`config.mk`:
```
export PLATFORM = sky130hd
export DESIGN_NAME = tdm_mux8to1
export DESIGN_NICKNAME = d
export VERILOG_FILES = /design/src/rtl/tdm_mux8to1.sv
export SDC_FILE = /design/constraint.sdc
export NUM_CORES = 1
export LEC_CHECK = 0
export ABC_AREA = 1
export CAP_MARGIN = 20
export CELL_PAD_IN_SITES_DETAIL_PLACEMENT = 0
export CELL_PAD_IN_SITES_GLOBAL_PLACEMENT = 1
export CORE_MARGIN = 2
export CORE_UTILIZATION = 44
export CTS_CLUSTER_SIZE = 14
export DETAILED_ROUTE_END_ITERATION = 8
export DONT_BUFFER_PORTS = 1
export PLACE_DENSITY = 0.82
export SYNTH_ARGS = -nofsm -noshare
export SYNTH_HDL_FRONTEND = slang
export SYNTH_SLANG_ARGS = --single-unit
export TNS_END_PERCENT = 30
```
`constraint.sdc`:
```
create_clock -name clk -period 2.1 [get_ports clk]
set_clock_uncertainty 0.2 [all_clocks]
set_input_delay 0.105 -clock clk [delete_from_list [all_inputs] [get_ports clk]]
set_output_delay 0.105 -clock clk [all_outputs]
set_load 0.005 [all_outputs]
```
`src/rtl/tdm_mux8to1.sv`:
```
// Time-division 8-to-1 serializer: scans the masked channels of a per-frame
// snapshot in ascending order, holding each slot for HOLD_CYCLES clocks.
module tdm_mux8to1 #(
    parameter int unsigned HOLD_CYCLES = 1,
    parameter int unsigned CNT_W       = 8
) (
    input  logic       clk,
    input  logic       rst,
    input  logic       enable,
    input  logic [7:0] dins,
    input  logic [7:0] ch_mask,
    output logic       dout,
    output logic [2:0] sel_out,
    output logic       valid_out,
    output logic       frame_start
);

    typedef enum logic {
        IDLE,
        SCAN
    } state_t;

    state_t           state, state_n;
    logic [7:0]       snap_d, snap_d_n;
    logic [7:0]       snap_m, snap_m_n;
    logic [CNT_W-1:0] cnt, cnt_n;
    logic             dout_n, valid_n, fs_n;
    logic [2:0]       sel_n;
    logic             start, load;
    logic [3:0]       first, nxt;

    // {found, index} of the lowest set bit of m
    function automatic logic [3:0] first_set(input logic [7:0] m);
        logic [3:0] r;
        logic [2:0] j;
        r = '0;
        for (int unsigned i = 0; i < 8; i++) begin
            j = 3'(7 - i);
            if (m[j]) r = {1'b1, j};
        end
        return r;
    endfunction

    // {found, index} of the lowest set bit of m strictly above cur
    function automatic logic [3:0] next_set(input logic [7:0] m, input logic [2:0] cur);
        logic [3:0] r;
        logic [2:0] j;
        r = '0;
        for (int unsigned i = 0; i < 8; i++) begin
            j = 3'(7 - i);
            if (m[j] && (j > cur)) r = {1'b1, j};
        end
        return r;
    endfunction

    always_comb begin
        state_n  = state;
        snap_d_n = snap_d;
        snap_m_n = snap_m;
        cnt_n    = cnt;
        dout_n   = dout;
        sel_n    = sel_out;
        valid_n  = valid_out;
        fs_n     = 1'b0;
        load     = 1'b0;
        start    = enable && (ch_mask != '0);
        first    = first_set(ch_mask);
        nxt      = next_set(snap_m, sel_out);

        unique case (state)
            IDLE: begin
                valid_n = 1'b0;
                dout_n  = 1'b0;
                load    = start;
            end
            SCAN: begin
                if (!enable) begin
                    state_n = IDLE;
                    valid_n = 1'b0;
                    dout_n  = 1'b0;
                end else if (cnt != CNT_W'(HOLD_CYCLES)) begin
                    cnt_n = cnt + CNT_W'(1);
                end else if (nxt[3]) begin
                    sel_n  = nxt[2:0];
                    dout_n = snap_d[nxt[2:0]];
                    cnt_n  = CNT_W'(1);
                end else if (start) begin
                    load = 1'b1;
                end else begin
                    state_n = IDLE;
                    valid_n = 1'b0;
                    dout_n  = 1'b0;
                end
            end
        endcase

        // Frame start is shared by the IDLE entry and the back-to-back case
        if (load) begin
            state_n  = SCAN;
            snap_d_n = dins;
            snap_m_n = ch_mask;
            sel_n    = first[2:0];
            dout_n   = dins[first[2:0]];
            valid_n  = 1'b1;
            fs_n     = 1'b1;
            cnt_n    = CNT_W'(1);
        end
    end

    always_ff @(posedge clk) begin
        if (rst) begin
            state       <= IDLE;
            snap_d      <= '0;
            snap_m      <= '0;
            cnt         <= '0;
            dout        <= 1'b0;
            sel_out     <= '0;
            valid_out   <= 1'b0;
            frame_start <= 1'b0;
        end else begin
            state       <= state_n;
            snap_d      <= snap_d_n;
            snap_m      <= snap_m_n;
            cnt         <= cnt_n;
            dout        <= dout_n;
            sel_out     <= sel_n;
            valid_out   <= valid_n;
            frame_start <= fs_n;
        end
    end

endmodule

```
=== Yosys cells after proc, flatten, opt, wreduce, memory -nomap -nowiden ===
Cells that the tools add are included.

* Flip-flop bits (word level): 31
* Output and inout port bits: 6
* Word-level logic and storage cells: 100

* Reductions and logical operators: 21
* $lt $le $gt $ge: 10
* Add/sub/neg operators: 1
* Equality and inequality tests: 6
* Mux-type cells: 52
* Bitwise operators: 1

{| class="wikitable"
|+ Operators by type and width
! cell !! number
|-
| $mux 3 || 13
|-
| $mux 4 || 8
|-
| $mux 1 || 24
|-
| $mux 8 || 2
|-
| $gt 3x3->1 const A || 4
|-
| $logic_and 1x1->1 || 9
|-
| $reduce_and 3->1 || 3
|-
| $add 8x1->8 const B || 1
|-
| $lt 3x4->1 const B || 2
|-
| $ne 4x4->1 const B || 2
|-
| $ne 8x1->1 const B || 1
|-
| $reduce_bool 2->1 || 4
|-
| $reduce_bool 8->1 || 1
|-
| $bmux 1 s3 || 2
|-
| $gt 1x3->1 const A || 2
|-
| $gt 2x3->1 const A || 2
|-
| $pmux 1 s2 || 3
|-
| $ne 5x3->1 const B || 1
|-
| $ne 4x3->1 const B || 1
|-
| $reduce_and 4->1 || 1
|-
| $reduce_bool 3->1 || 1
|-
| $ne 2x2->1 const B || 1
|-
| $reduce_and 2->1 || 1
|-
| $reduce_or 2->1 || 1
|-
| $not 1->1 || 1
|}

=== Longest topological paths before layout ===
* Word-level depth: 17
* Gate-level depth with buffers: 15
* Mapped depth without buffers: 15

=== Least setup slack after synthesis ===
No wires, ideal clock.

* Path type: reg2reg
* From: reg sel_out[2]
* To: reg snap_m[5]
* Arrival: 1.555 ns
* Data required time: 1.786 ns
* Setup time: 0.114 ns
* Period minus slack after synthesis: 1.869 ns
* Cell stages (with the launch flop): 15
* Slack: 0.231 ns
* Path buffers: 2
* Cells stage by stage: dfxtp_1 -> inv_1 -> nand3_1 -> and2_4 -> nand2_2 -> nor2_2 -> nand2_2 -> nand2_2 -> nand2_2 -> buf_6 -> nand2_4 -> inv_2 -> buf_6 -> nand2_1 -> o21ai_2

* Longest elaborated chain between the ends: 14
* Elaborated cells between the ends (all ways): 28
* Those cells by class: 8 x order compare; 12 x mux; 8 x reduce/logical

{| class="wikitable"
|+ Ends and longest elaborated chain
! what !! RTL line !! RTL
|-
| from (decl) || 13 || <nowiki>output logic [2:0] sel_out,</nowiki>
|-
| from (signal assigned) || 126 || <nowiki>sel_out <= sel_n;</nowiki>
|-
| $gt 3x3->1 || 51 || <nowiki>if (m[j] && (j > cur)) r = {1'b1, j};</nowiki>
|-
| $logic_and 1x1->1 || 51 ||
|-
| $mux 4 (7 in series) || 51 ||
|-
| $mux 4 (*) || 51 ||
|-
| $mux 1 (*) || 83 || <nowiki>end else if (nxt[3]) begin</nowiki>
|-
| $mux 1 (*) || 81 || <nowiki>end else if (cnt != CNT_W'(HOLD_CYCLES)) begin</nowiki>
|-
| $mux 1 (*) || 77 || <nowiki>if (!enable) begin</nowiki>
|-
| $pmux 1 s2 (*) || 70 || <nowiki>unique case (state)</nowiki>
|-
| to (signal assigned) || 123 || <nowiki>snap_m <= snap_m_n;</nowiki>
|-
| to (decl) || 25 || <nowiki>logic [7:0] snap_m, snap_m_n;</nowiki>
|}

Mark *: on every way between the ends. The rest lies on a longest branch, timed or not.
A chain may end at the register's enable or synchronous reset.

=== Worst setup path in the final report ===
* From: in ch_mask[1]
* To: reg cnt[2]

* Longest elaborated chain between the ends: 8

{| class="wikitable"
|+ Ends and longest elaborated chain
! what !! RTL line !! RTL
|-
| from (decl) || 11 || <nowiki>input logic [7:0] ch_mask,</nowiki>
|-
| $reduce_bool 8->1 (*) || 66 || <nowiki>start = enable && (ch_mask != '0);</nowiki>
|-
| $logic_and 1x1->1 (*) || 66 ||
|-
| $mux 1 || 87 || <nowiki>end else if (start) begin</nowiki>
|-
| $mux 1 || 83 ||
|-
| $mux 1 || 81 ||
|-
| $mux 1 || 77 ||
|-
| $pmux 1 s2 (*) || 70 ||
|-
| $reduce_or 2->1 (no line) (*) || -- ||
|-
| to (signal assigned) || 124 || <nowiki>cnt <= cnt_n;</nowiki>
|-
| to (decl) || 26 || <nowiki>logic [CNT_W-1:0] cnt, cnt_n;</nowiki>
|}

Marks and branches as above.

==> flow_summary.ini <==
[cells_and_area]
fin_nets = 306
area_growth_pct = 20.65
fillerInstances = 371
drive_gt1_share_pct = 17.13
antennaDiodeCount = 0
layoutNonFillerInstCount = 334

[hold_path]
hold_class = in -> reg

[route]
via_per_inst = 4.823
drc = 0
drtIter0Drc = 73
drtPass1Iterations = 4
dr_total_vias = 1611
drt-total-wl_mm = 3.974
wl_per_cell_um = 11.90
postRouteAntennaNets = 0

[worst_setup_path]
slowest_stage = dlygate4sd3_1
path_cells = dlygate4sd3_1 -> inv_1 -> nand2_1 -> nor3_1 -> a21oi_1 -> nand2_4 -> nand2_4 -> buf_4 -> a21oi_1 -> nand3_1 -> inv_1
crit_family = buffers and inverters
cp-start-kind = input port
critPathRequiredTime_ns = 2.13
criticalPathCategory = in -> reg
critPathArrivalTime_ns = 1.95
cpPeakStageDelay_ns = 0.54
cp-end-kind = flop
crit_fanout = 11
path_buf_inv = 4

[clock_network]
htree_levels = 2
clockBufferDepth = 2
cts_buffers = 5
clkLatencyLatePin_ns = 0.28
postCtsSetupBuffers = 0
cts_sinks = 30
clk_pin_slew_ns = 0.06
cts-root-buf = clkbuf_8
cts_tree = done

[floorplan]
die_height_um = 66.76
fp-row-count = 22
core_sq_mm = 0.003716
start_util_pct = 46.63
io_pins = 25
dieArea_sq_mm = 0.004456
die_x_um = 66.76

[global_routing]
grt_pass1_vias = 1551
grt_max_degree = 20
antenna_found_initial = 0
grt_remaining_overflow = 0
gr-usage-all-layers_pct = 20.27
grt_pass1_wl_mm = 6.768

[placement]
dp_cells = 308
gp_congestion = 0.8649
detailed_place_hpwl_mm = 2.801
post-place-ws_ns = -0.03336
portBuffers = 0

[logic_synthesis]
ys_types = 27
ys_ff_latch = 30
synth_area_sq_mm = 0.001733
synth_warnings = 0
yosysMostFrequentCell = nand2_1
yosysSeqAreaShare_pct = 34.66
ys_top_cells_by_count = nand2_1 (65), inv_1 (46), nand3_1 (32), dfxtp_1 (30), nor2_1 (11)
syn_avg_cell_area_sq_um = 6.691
synth_top_area_share_pct = 34.66
synth.area.top_cells = dfxtp_1 (35%), nand2_1 (14%), inv_1 (10%)
synth_nets = 280
synth_edf_count = 0
synthFlopType = dfxtp_1
synthArstFlopShare_pct = 0
synthCells = 259
synth_top_cell_by_area = dfxtp_1

[run_status]
status = finished clean

[timing]
hold_violations = 0
fin_crit_ns = 1.920
fmax_mhz = 520.9
rsz0062_at_grt = true
tightest_slew_ns = 0.3774
period_share_pct = 91.41
maxSlewHeadroom_pct = 74.84
setup_viol = 0
setup_tns_ns = 0
slew_viol_final = 0
worst_slack_ns = 0.1803

[pwr]
vdd_drop_max_v = 0.0004268
power_density_mw_per_mm2 = 685.7
leakage_nw = 0.9948

[run]
drv_cap = 0
final cells by class:
| class | count | area [sq um] | area share (%) |
|---|---|---|---|
| Multi-Input combinational cell | 174 | 918.4 | 43.93 |
| Sequential cell | 30 | 606.8 | 29.02 |
| Timing Repair Buffer | 23 | 217.7 | 10.41 |
| Inverter | 51 | 196.4 | 9.396 |
| Clock buffer | 7 | 86.33 | 4.129 |
| Tap cell | 48 | 60.06 | 2.873 |
| Clock inverter | 1 | 5.005 | 0.2394 |
metrics by stage:
stage | utilization [%] | hold slack, ns | cell area (sq um) | power [mW]
5_1_grt | 56.26 | 0.04113 | 2091 | 1.515
6_report | 56.26 | 0.01144 | 2091 | 1.434
2_1_floorplan | - | -0.01616 | 1733 | 0.8743
3_5_place_dp | 48.05 | -0.01404 | 1785 | 0.9307
3_3_place_gp | 48.05 | -0.01503 | 1785 | 0.9315
4_1_cts | 55.19 | 0.02147 | 2051 | 1.431
tightest hold or removal path: cells and delay by family:
family                 cells  cell delay, ns
AO/OA/AOI/OAI              1            0.08
buffers and inverters      1            0.03
AND/OR/NAND/NOR            2            0.23
cells by family after synthesis:
kind of cell,synth area share (%)
DFF,34.66
AOI/OAI and AO/OA,12.85
xor gates and xnor gates,1.517
adders and majority gates,1.444
and+or+nand+nor,35.88
buffers and inverters,13.65
cells in the final DEF, fill, tap and decap left out, types with 4 or more instances in the layout:
master / n
nand2_1: 65
inv_1: 46
nand3_1: 31
dfxtp_1: 27
dlygate4sd3_1: 18
o21ai_1: 11
nor2_1: 10
nand2_2: 9
o21ai_2: 9
o21ai_0: 9
clkbuf_8: 6
a21oi_1: 5
buf_4: 5
nor3_1: 4
metal layers:
layer / part of all wire, % / wire length [um] / vias up / GRT usage [%]
met5: 0 / 0 / - / 0
met4: 1.8 / 70 / 0 / 6.888
met3: 5.9 / 235 / 8 / 5.912
met2: 43 / 1702 / 32 / 31.00
met1: 49 / 1967 / 698 / 27.12
li1: - / - / 873 / -
sequential cells by signal, indices dropped and copies added, names as in the netlist:
| register | cells |
|---|---|
| valid_out | 1 |
| dout | 1 |
| snap_m | 7 |
| frame_start | 1 |
| state | 1 |
| sel_out | 3 |
| cnt | 8 |
| snap_d | 8 |
where the power goes:
| part | total [mW] | internal (mW) | leakage [nW] | switching [mW] |
|---|---|---|---|---|
| clock | 0.476 | 0.264 | 0.0482 | 0.213 |
| combinational | 0.316 | 0.124 | 0.699 | 0.192 |
| sequential | 0.641 | 0.609 | 0.247 | 0.0324 |
final timing paths:
check             start           to  slack [ns]  depth (start not counted)
max          ch_mask[1]       cnt[2]        0.18                         11
min              enable  frame_start        0.01                          4
max reg2reg  sel_out[2]       cnt[2]        0.19                         14
min reg2reg   snap_d[5]    snap_d[5]        0.26                          2
repair_timing:
action / in CTS / in global routing
hold buffers: 17 / 1
gates resized for setup: 2 / 11
gates cloned: 0 / 0
hold endpoints to repair: 23 / 3
endpoints found under the setup margin: 17 / 28
Note: power is estimated with default switching activity, not from simulation.
